--- src/rtl/ps2_kbd_rx.sv ---
// PS/2 keyboard receiver: pin conditioning, 11-bit frame deframer with
// parity/stop/timeout checking, and a first-word-fall-through byte FIFO.
module ps2_kbd_rx #(
  parameter int FILTER_LEN  = 8,
  parameter int TIMEOUT_CYC = 100000,
  parameter int FIFO_DEPTH  = 8
) (
  input  logic       clk_50mhz,
  input  logic       rst,
  input  logic       PS2_clk,
  input  logic       PS2_Data,
  input  logic       rd_en,
  input  logic       ovf_clr,
  output logic [7:0] data_out,
  output logic       ready,
  output logic       overflow,
  output logic       parity_err,
  output logic       frame_err
);

  localparam int FW = $clog2(FILTER_LEN + 1);
  localparam int TW = $clog2(TIMEOUT_CYC);
  localparam int AW = $clog2(FIFO_DEPTH);

  typedef enum logic [1:0] {
    IDLE   = 2'd0,
    DATA   = 2'd1,
    PARITY = 2'd2,
    STOP   = 2'd3
  } state_t;

  logic          clk_s1_q, clk_s2_q;
  logic          dat_s1_q, dat_s2_q;
  logic          filt_q;
  logic [FW-1:0] fcnt_q;
  logic          fall;

  // Synchronizers and the clock glitch filter idle at the bus level (1).
  always_ff @(posedge clk_50mhz or posedge rst) begin
    if (rst) begin
      clk_s1_q <= 1'b1;
      clk_s2_q <= 1'b1;
      dat_s1_q <= 1'b1;
      dat_s2_q <= 1'b1;
      filt_q   <= 1'b1;
      fcnt_q   <= '0;
    end else begin
      clk_s1_q <= PS2_clk;
      clk_s2_q <= clk_s1_q;
      dat_s1_q <= PS2_Data;
      dat_s2_q <= dat_s1_q;
      if (clk_s2_q == filt_q) begin
        fcnt_q <= '0;
      end else if (fcnt_q == FW'(FILTER_LEN - 1)) begin
        filt_q <= clk_s2_q;
        fcnt_q <= '0;
      end else begin
        fcnt_q <= fcnt_q + 1'b1;
      end
    end
  end

  // fall is high in the cycle whose edge drops the filtered clock.
  assign fall = filt_q & ~clk_s2_q & (fcnt_q == FW'(FILTER_LEN - 1));

  state_t        state_q;
  logic [2:0]    bitcnt_q;
  logic [7:0]    shift_q;
  logic          par_q;
  logic [TW-1:0] tcnt_q;
  logic          perr_q;
  logic          ferr_q;
  logic          push;

  assign push = fall & (state_q == STOP) & dat_s2_q & (^{shift_q, par_q});

  always_ff @(posedge clk_50mhz or posedge rst) begin
    if (rst) begin
      state_q  <= IDLE;
      bitcnt_q <= '0;
      shift_q  <= '0;
      par_q    <= 1'b0;
      tcnt_q   <= '0;
      perr_q   <= 1'b0;
      ferr_q   <= 1'b0;
    end else begin
      perr_q <= 1'b0;
      ferr_q <= 1'b0;
      if (fall || state_q == IDLE) begin
        tcnt_q <= '0;
      end else begin
        tcnt_q <= tcnt_q + 1'b1;
      end
      if (fall) begin
        case (state_q)
          IDLE: begin
            if (!dat_s2_q) begin
              state_q  <= DATA;
              bitcnt_q <= '0;
              shift_q  <= '0;
            end
          end
          DATA: begin
            shift_q[bitcnt_q] <= dat_s2_q;
            bitcnt_q          <= bitcnt_q + 1'b1;
            if (bitcnt_q == 3'd7) begin
              state_q <= PARITY;
            end
          end
          PARITY: begin
            par_q   <= dat_s2_q;
            state_q <= STOP;
          end
          STOP: begin
            state_q <= IDLE;
            if (!dat_s2_q) begin
              ferr_q <= 1'b1;
            end else if (!(^{shift_q, par_q})) begin
              perr_q <= 1'b1;
            end
          end
          default: state_q <= IDLE;
        endcase
      end else if (state_q != IDLE && tcnt_q == TW'(TIMEOUT_CYC - 1)) begin
        state_q  <= IDLE;
        ferr_q   <= 1'b1;
        shift_q  <= '0;
        bitcnt_q <= '0;
      end
    end
  end

  assign parity_err = perr_q;
  assign frame_err  = ferr_q;

  // rd_en pops the head only when ready is high; a pop and a push in the
  // same cycle both take effect, so a full FIFO can still accept a byte.
  logic [7:0]  mem_q [FIFO_DEPTH];
  logic [AW:0] wr_ptr_q, wr_ptr_d;
  logic [AW:0] rd_ptr_q, rd_ptr_d;
  logic        ovf_q, ovf_d;
  logic        empty, full, pop, wr_en, ovf_set;

  assign empty   = (wr_ptr_q == rd_ptr_q);
  assign full    = (wr_ptr_q[AW] != rd_ptr_q[AW]) &&
                   (wr_ptr_q[AW-1:0] == rd_ptr_q[AW-1:0]);
  assign pop     = rd_en & ~empty;
  assign wr_en   = push & (~full | pop);
  assign ovf_set = push & full & ~pop;

  always_comb begin
    wr_ptr_d = wr_ptr_q;
    rd_ptr_d = rd_ptr_q;
    ovf_d    = ovf_q;
    if (wr_en) wr_ptr_d = wr_ptr_q + 1'b1;
    if (pop)   rd_ptr_d = rd_ptr_q + 1'b1;
    if (ovf_set) begin
      ovf_d = 1'b1;
    end else if (ovf_clr) begin
      ovf_d = 1'b0;
    end
  end

  always_ff @(posedge clk_50mhz or posedge rst) begin
    if (rst) begin
      wr_ptr_q <= '0;
      rd_ptr_q <= '0;
      ovf_q    <= 1'b0;
    end else begin
      wr_ptr_q <= wr_ptr_d;
      rd_ptr_q <= rd_ptr_d;
      ovf_q    <= ovf_d;
    end
  end

  always_ff @(posedge clk_50mhz) begin
    if (wr_en) begin
      mem_q[wr_ptr_q[AW-1:0]] <= shift_q;
    end
  end

  assign data_out = empty ? 8'h00 : mem_q[rd_ptr_q[AW-1:0]];
  assign ready    = ~empty;
  assign overflow = ovf_q;

endmodule

--- config.mk ---
export PLATFORM = sky130hd
export DESIGN_NAME = ps2_kbd_rx
export DESIGN_NICKNAME = d
export VERILOG_FILES = /design/src/rtl/ps2_kbd_rx.sv
export SDC_FILE = /design/constraint.sdc
export NUM_CORES = 1
export LEC_CHECK = 0
export ABC_AREA = 0
export CAP_MARGIN = 20
export CORE_MARGIN = 2
export CORE_UTILIZATION = 50
export DETAILED_ROUTE_END_ITERATION = 12
export PLACE_DENSITY = 0.7
export SLEW_MARGIN = 25
export SYNTH_ARGS = -nofsm -noshare
export SYNTH_HDL_FRONTEND = slang
export SYNTH_SLANG_ARGS = --single-unit
--- constraint.sdc ---
create_clock -name clk_50mhz -period 2.5 [get_ports clk_50mhz]
set_input_delay 0.25 -clock clk_50mhz [delete_from_list [all_inputs] [get_ports clk_50mhz]]
set_output_delay 0.25 -clock clk_50mhz [all_outputs]
set_load 0.05 [all_outputs]
# After elaboration in Yosys (flattened, before gate mapping)
# Memory sizes are Yosys's and may differ from the RTL's.
# Cells that the tools add are included.
dict set report totals {
  ram_bits 64
  wordCells 97
  n_memories 1
  output_inout_bits 12
  latchBits 0
  regBits 51
  rom_bits 0
  input_bits 6
}
dict set report classes {
  eq_ne 13
  n_reduce_logical 13
  n_mux 32
  n_shift 0
  addsub 5
  n_mul 0
  bitwise_logic 15
  div 0
  magnitude_cmp 2
}
# name words word_bits rd rd_clocked_by_memory_dff wr line
set mem_list {}
lappend mem_list {mem_q 8 8 1 0 1 138} ;# logic [7:0] mem_q [FIFO_DEPTH];
# operator n
set ops {}
lappend ops {{$mux W8} 4}
lappend ops {{$add A17 B1 Y17 const B} 1}
lappend ops {{$eq A17 B17 Y1 const B} 1}
lappend ops {{$mux W17} 1}
lappend ops {{$pmux W8 S2} 1}
lappend ops {{$mux W1} 13}
lappend ops {{$add A4 B1 Y4 const B} 3}
lappend ops {{$and A1 B1 Y1} 9}
lappend ops {{$mux W3} 3}
lappend ops {{$reduce_xor A9 Y1} 1}
lappend ops {{$bwmux W8} 1}
lappend ops {{$mux W2} 4}
lappend ops {{$mux W4} 2}
lappend ops {{$pmux W2 S4} 1}
lappend ops {{$ne A3 B3 Y1 const B} 2}
lappend ops {{$pmux W3 S2} 1}
lappend ops {{$reduce_and A3 Y1} 2}
lappend ops {{$reduce_bool A2 Y1} 3}
lappend ops {{$not A1 Y1} 5}
lappend ops {{$eq A2 B2 Y1 const B} 2}
lappend ops {{$eq A4 B3 Y1 const B} 1}
lappend ops {{$eq A4 B4 Y1} 1}
lappend ops {{$lt A3 B4 Y1 const B} 1}
lappend ops {{$reduce_and A2 Y1} 2}
lappend ops {{13 further kinds} 15}

# Longest topological paths before layout
# Gate-level depths: netlist of the first run.
dict set report depth {
  word_depth 9
  ltp_mapped 9
  mapped_depth_nobuf 7
}

# Worst setup path before layout of the first run
# No wires, ideal clock.
dict set report synth_timing {
  kind {flip-flop to flip-flop}
  start {reg filt_q}
  end {mem mem_q[0][0], enable pin}
  path_buffers 2
  synth_period_minus_slack_ns 2.585
  t_arrival_ns 2.202
  setup_slack_ns -0.085
  required_ns 2.117
  stages_incl_launch_ff 8
  setup_ns 0.383
  path_cell_list {dfstp_2 -> ha_1 -> and4b_2 -> clkbuf_1 -> and3_1 -> clkbuf_1 -> nand4b_1 -> nor3_1}
}
dict set report synth_between {
  elab_chain_cells 8
}
# item line
set synth_rtl {}
lappend synth_rtl {{start: declaration} 34} ;# logic filt_q;
lappend synth_rtl {{start signal: assignment} 55} ;# filt_q <= clk_s2_q;
lappend synth_rtl {{$and A1 B1 Y1 (2 in a row)} 64} ;# assign fall = filt_q & ~clk_s2_q & (fcnt_q == FW'(FILTER_LEN - 1));
lappend synth_rtl {{$and A1 B1 Y1 (3 in a row)} 75} ;# assign push = fall & (state_q == STOP) & dat_s2_q & (^{shift_q, par_q});
lappend synth_rtl {{$and A1 B1 Y1} 148} ;# assign wr_en = push & (~full | pop);
lappend synth_rtl {{$mux W1} 177} ;# if (wr_en) begin
lappend synth_rtl {{$mux W1 (implied by the code)} 178} ;# mem_q[wr_ptr_q[AW-1:0]] <= shift_q;
lappend synth_rtl {{end: declaration} 138}
# No other way between the ends.

# Final worst setup path of the first run
dict set report layout_timing {
  start {reg rd_ptr_q[0]}
  end {out data_out[5]}
}
dict set report layout_between {
  elab_chain_cells 2
  word_cells_on_any_way 3
  cone_classes {eq/ne: 1; mux: 1; memory: 1}
}
# item line
set layout_rtl {}
lappend layout_rtl {{start: declaration} 140} ;# logic [AW:0] rd_ptr_q, rd_ptr_d;
lappend layout_rtl {{start signal: assignment} 171} ;# rd_ptr_q <= rd_ptr_d;
lappend layout_rtl {{$mem_v2 Z8 W8 or $eq A4 B4 Y1 (tied branches)} -}
lappend layout_rtl {{$mux W8 *} 182} ;# assign data_out = empty ? 8'h00 : mem_q[rd_ptr_q[AW-1:0]];
lappend layout_rtl {{end: declaration} 14} ;# output logic [7:0] data_out,
# Mark *: on every way between the ends. The rest lies on a longest branch, timed or not.

==> impl_metrics.ini, run 1 <==
[layout]
post_route_cells_drive_above_1_share = 0.2293
regArea_sq_um = 3204
num_antenna_cells = 0
multiInputGateArea_sq_um = 1762
final_core_util = 0.6213
finalNetCount = 428
area_growth_pct = 19.77
nFillCells = 746

[yosys]
yosys.area.top_type = edfxtp_1
yosys_warnings = 0
synth_area_leaders = edfxtp_1 (38%), dfrtp_1 (23%), mux4_2 (7.1%)
syn-num-nets = 387
yosysTopAreaCellShare = 0.3773
synth-async-reset-ratio = 0.4435
synth_edf_count = 64
seq_area_frac_synth = 0.6291
ys_seq_elements = 115
netlist_area_sq_um = 5094
avgSynthCellArea_sq_um = 13.77
synth-main-ff-cell = edfxtp_1
ys_types = 48
postSynthCellCount = 370

[die]
die_h_um = 104.9
initial_core_util = 0.5187
dieArea_sq_um = 11010
io_pins = 18
rows = 36
coreArea_sq_um = 9819
fp.dieW_um = 104.9

[global_route]
gr-usage-met2 = 0.3098
grt_max_degree = 20
gr-total-overflow = 0
antenna_found_initial = 0
grt_first_pass_wirelength_um = 15130
gr-max-usage-layer = met2
grt_pass1_vias = 3011
grt.total_usage = 0.1831
grt_use_met3 = 0.05614
use_met1 = 0.2258

[worst_setup_path]
crit_chain = buf_12 -> mux4_2 -> mux2i_1 -> nor2_1 -> buf_4
crit_family = multiplexers
crit_buf_inv = 2
crit_arrival_ns = 2.13
crit_fanout = 19
reg2reg_to = shift_q[5]
cp-start-kind = flop
cp_slowest_cell = mux4_2
r2r_start = state_q[0]
worst_ep_required_time_ns = 2.25
r2r_slack_ns = 0.17
cp-end-kind = output pin
r2r_cells = 6
crit_type = reg -> out
cpPeakStageDelay_ns = 0.56

[timing]
finalHoldViolCount = 0
setup_violations = 0
tightest_slew_ns = 0.5166
fin_crit_sh = 0.9504
drv_slew = 0
setup_tns_ns = 0
fin_skew_ns = 0.006026
rsz0062_at_grt = no
timing.hold.ws_ns = 0.01719
fmax_ghz = 0.4209
post-route-min-period_ns = 2.376
slew_headroom = 0.6529

[outcome]
status = finished clean

[drt]
drc_errors = 0
detail-route-antenna-nets = 0
wire_per_inst_um = 16.51
vias = 3028
drt_iter0_markers = 113
firstDrtPassIters = 5
routed_wl_um = 9178
viasPerCell = 5.446

[clocking]
h-tree-depth = 4
cts.clk_slew.worst_paths_ns = 0.06
cts-root-buf = clkbuf_8
cts.path.max_buffers = 2
cts.sinks = 115
cts_tree = yes
cts_buffers = 17
insertion_delay_ns = 0.51
hold_buffers = 0

[placement]
dpl.hpwl_um = 6042
port_buffers = 17
place_congestion = 0.8193

[job]
drv_cap = 0

[worst_hold_path]
hold_path.class = in -> async

[power]
p_per_area_nw_per_um2 = 845.2
vdd_drop_max_mv = 0.4195
leakagePower_nw = 2.562
[metal layers]
layer / routed length [um] / share of wire
met3: 347 / 0.038
met2: 4715 / 0.51
met4: 102 / 0.011
met1: 4013 / 0.44
met5: 0 / 0
[cell usage after synthesis (all sizes together) (3+ instances only)]
| cell type | n |
|---|---|
| a21oi | 6 |
| and3 | 6 |
| buf | 5 |
| clkbuf | 10 |
| dfrtp | 46 |
| dfstp | 5 |
| edfxtp | 64 |
| ha | 11 |
| inv | 15 |
| mux2 | 4 |
| mux2i | 8 |
| mux4 | 16 |
| nand2 | 22 |
| nand3 | 25 |
| nand4 | 8 |
| nor2 | 38 |
| nor2b | 4 |
| nor3 | 7 |
| o211ai | 3 |
| o21ai | 9 |
| o22ai | 3 |
| xnor2 | 15 |
| xor2 | 15 |
[cell type report]
cell class / instances / share of cell area
inverter: 15 / 0.009229
timing repair buffer: 37 / 0.05086
clock buffer: 18 / 0.06850
tap: 133 / 0.02728
multi-input combinational: 225 / 0.2888
clock inverter: 13 / 0.03015
sequential: 115 / 0.5252
[through the flow]
step	setup WS, ns	cell area [sq um]	power [mW]	cells
2_1_floorplan	0.1174	5104	2.589	370
3_3_place_gp	0.2449	5487	2.713	525
3_5_place_dp	0.1713	5487	2.726	525
4_1_cts	0.04187	6092	5.203	556
5_1_grt	0.02397	6101	5.357	556
6_report	0.1239	6101	5.157	556
[registers in the layout, summed over array words and instances, names as in the netlist, 2 cells and up]
register / flops
state_q: 2
rd_ptr_q: 4
wr_ptr_q: 4
shift_q: 8
fcnt_q: 4
bitcnt_q: 3
mem_q: 64
tcnt_q: 17
[where the power goes]
| part | total [mW] | leakage, nW | switching, mW | internal [mW] |
|---|---|---|---|---|
| clock | 2.45 | 0.289 | 0.841 | 1.61 |
| combinational | 0.609 | 0.845 | 0.334 | 0.275 |
| sequential | 2.09 | 1.43 | 0.0437 | 2.05 |
[what timing repair did]
item | 4_1_cts | 5_1_grt
setup buffers | 0 | 0
endpoints found under the setup margin | 4 | 4
resized for setup | 1 | 2
[worst max path at each step]
stage / start / slack [ns] / end / depth (start not counted)
2_1_floorplan: filt_q / 0.12 / mem_q[2][0] / 7
5_1_grt: rd_ptr_q[0] / 0.02 / data_out[5] / 5
6_report: rd_ptr_q[0] / 0.12 / data_out[5] / 5
4_1_cts: rd_ptr_q[0] / 0.04 / data_out[5] / 5
3_3_place_gp: state_q[0] / 0.24 / shift_q[5] / 6
3_5_place_dp: state_q[0] / 0.17 / shift_q[5] / 6
[cells by family after synthesis]
kind of cell	count (synthesis)	synth area share
DFF	115	0.6291
AOI/OAI and AO/OA	26	0.03144
muxes	28	0.09531
and+or+nand+nor	129	0.1304
xor gates and xnor gates	31	0.05969
adders and majority gates	11	0.02702
buffers and inverters	30	0.02702
[layout by cell type, fill, tap and decap left out, drive strengths merged, types with 3 or more instances in the layout]
cell type / instances
mux4: 16
nor2b: 4
ha: 11
clkbuf: 18
clkdlybuf4s50: 8
nand3: 25
nand4: 8
nand2: 22
and3: 6
mux2: 4
clkinv: 5
nor3: 7
dfrtp: 46
xor2: 15
o21ai: 9
xnor2: 15
buf: 29
o211ai: 3
nor2: 38
mux2i: 8
a21oi: 6
dfstp: 5
edfxtp: 64
o22ai: 3
bufinv: 4
inv: 17
No activity file was read; power rests on OpenSTA's default activity.
==> run 2, diff against run 1 <==
Settings changed: PLACE_DENSITY 0.7 to 0.71.
==> impl_metrics.ini, run 2 (synthesis gave the netlist of run 1 again) <==
[placement]
port_buffers = 17
dpl_worst_slack_ns = 0.1897
dpl.hpwl_um = 6136
place_congestion = 0.8302

[die]
rows = 36
dieArea_sq_um = 11010
coreArea_sq_um = 9819
die_h_um = 104.9
initial_core_util = 0.5187
io_pins = 18
fp.dieW_um = 104.9

[timing]
setup_violations = 0
fin_skew_ns = 0.01738
fin_ws_ns = 0.1020
slew_headroom = 0.6352
tightest_slew_ns = 0.5430
drv_slew = 0
fin_crit_sh = 0.9592
fmax_ghz = 0.4170
rsz0062_at_grt = no
finalHoldViolCount = 0
post-route-min-period_ns = 2.398
setup_tns_ns = 0

[layout]
nFillCells = 771
num_antenna_cells = 0
final_cell_mix = edfxtp_1 (64), dfrtp_1 (45), nor2_1 (38), buf_4 (26), nand3_1 (25)
final_common_cell = edfxtp_1
area_growth_pct = 20.46
post_route_cells_drive_above_1_share = 0.2311
finalNetCount = 428
largest_register_ffs = 64

[worst_setup_path]
crit_chain = buf_12 -> mux4_2 -> mux2i_1 -> nor2_1 -> buf_4
cp-start-kind = flop
r2r_cells = 6
cp.depth = 5
cp_slowest_cell = mux4_2
crit_family = multiplexers
cpPeakStageDelay_ns = 0.54
worst_ep_required_time_ns = 2.25
cp-end-kind = output pin
crit_arrival_ns = 2.15
crit_buf_inv = 2
crit_type = reg -> out
crit_fanout = 10

[drt]
firstDrtPassIters = 4
routed_wl_um = 9551
drc_errors = 0
detail-route-antenna-nets = 0
drt_iter0_markers = 147
wire_per_inst_um = 17.15
vias = 3014
viasPerCell = 5.411

[global_route]
grt_first_pass_wirelength_um = 15900
antenna_found_initial = 0
grt_max_degree = 27
grt.total_usage = 0.1917
gr-total-overflow = 0
grt_pass1_vias = 3132

[clocking]
postCtsSetupRepairBufs = 0
cts-root-buf = clkbuf_8
cts.sinks = 115
cts.clk_slew.worst_paths_ns = 0.06
cts_buffers = 17
h-tree-depth = 4
cts_tree = yes
cts.path.max_buffers = 2
insertion_delay_ns = 0.52

[power]
vdd_drop_max_mv = 0.5241
p_per_area_nw_per_um2 = 850.7
leakagePower_nw = 2.574

[job]
drv_cap = 0

[worst_hold_path]
hold_path.class = in -> async

[outcome]
status = finished clean
==> run 2: cell count changes in the layout (fill, tap and decap cells not counted) <==
cell	previous run	this run
buf_4	28	26
buf_12	1	2
clkbuf_1	1	2
clkbuf_16	16	17
clkinv_4	2	3
dfrtp_1	46	45
dfrtp_2	0	1
inv_6	2	1
==> run 2: final timing paths <==
| path | slack (ns) | start | end |
|---|---|---|---|
| min in group clk_50mhz | 0.15 | PS2_clk | clk_s1_q |
| setup reg to reg | 0.19 | state_q[0] | shift_q[5] |
| setup / recovery | 0.10 | rd_ptr_q[0] | data_out[5] |
| max in group asynchronous | 1.86 | rst | tcnt_q[9] |
| hold / removal | 0.1 | rst | rd_ptr_q[2] |
| hold reg to reg | 0.35 | dat_s1_q | dat_s2_q |
==> run 2: metal layers <==
layer,vias up,global-route usage,share of wire
li1,1433,-,-
met1,1496,0.2360,0.43
met2,66,0.3191,0.52
met3,19,0.05053,0.034
met4,0,0.08476,0.020
met5,-,0,0
==> run 2: what timing repair did <==
item	in CTS	in global routing
gates resized for setup	0	1
hold endpoints to repair	0	0
setup endpoints to repair	0	1
hold buffers	0	0
==> run 2: cell type report <==
type / instances / area, sq um / area share
clock buffer: 19 / 421.7 / 0.06872
clock inverter: 13 / 183.9 / 0.02998
inverter: 15 / 56.30 / 0.009176
multi-input combinational: 225 / 1762 / 0.2871
sequential: 115 / 3206 / 0.5224
tap: 133 / 166.4 / 0.02712
timing repair buffer: 37 / 340.3 / 0.05546
==> run 2: power by group <==
part / switching, mW / internal (mW)
clock: 0.836 / 1.62
combinational: 0.345 / 0.311
sequential: 0.0588 / 2.05
total: 1.24 / 3.98
==> run 2: metrics by stage <==
| stage | instances | cell area (sq um) | hold slack [ns] | power [mW] | utilization |
|---|---|---|---|---|---|
| after floorplan | 370 | 5104 | 0.2545 | 2.589 | - |
| after global placement | 524 | 5504 | 0.3464 | 2.738 | 0.5605 |
| after detailed placement | 524 | 5504 | 0.3491 | 2.754 | 0.5605 |
| after CTS | 556 | 6110 | 0.1072 | 5.224 | 0.6222 |
| after global routing | 557 | 6136 | 0.1255 | 5.415 | 0.6249 |
| final | 557 | 6136 | 0.09556 | 5.220 | 0.6249 |
==> run 2: worst reg2reg max path, stage by stage, from the launching register on <==
cell and delay [ns]:
dfrtp_1 0.39, inv_1 0.08, ha_1 0.25, or4_1 0.55, or4_4 0.52, and2_2 0.25, a21o_1 0.17
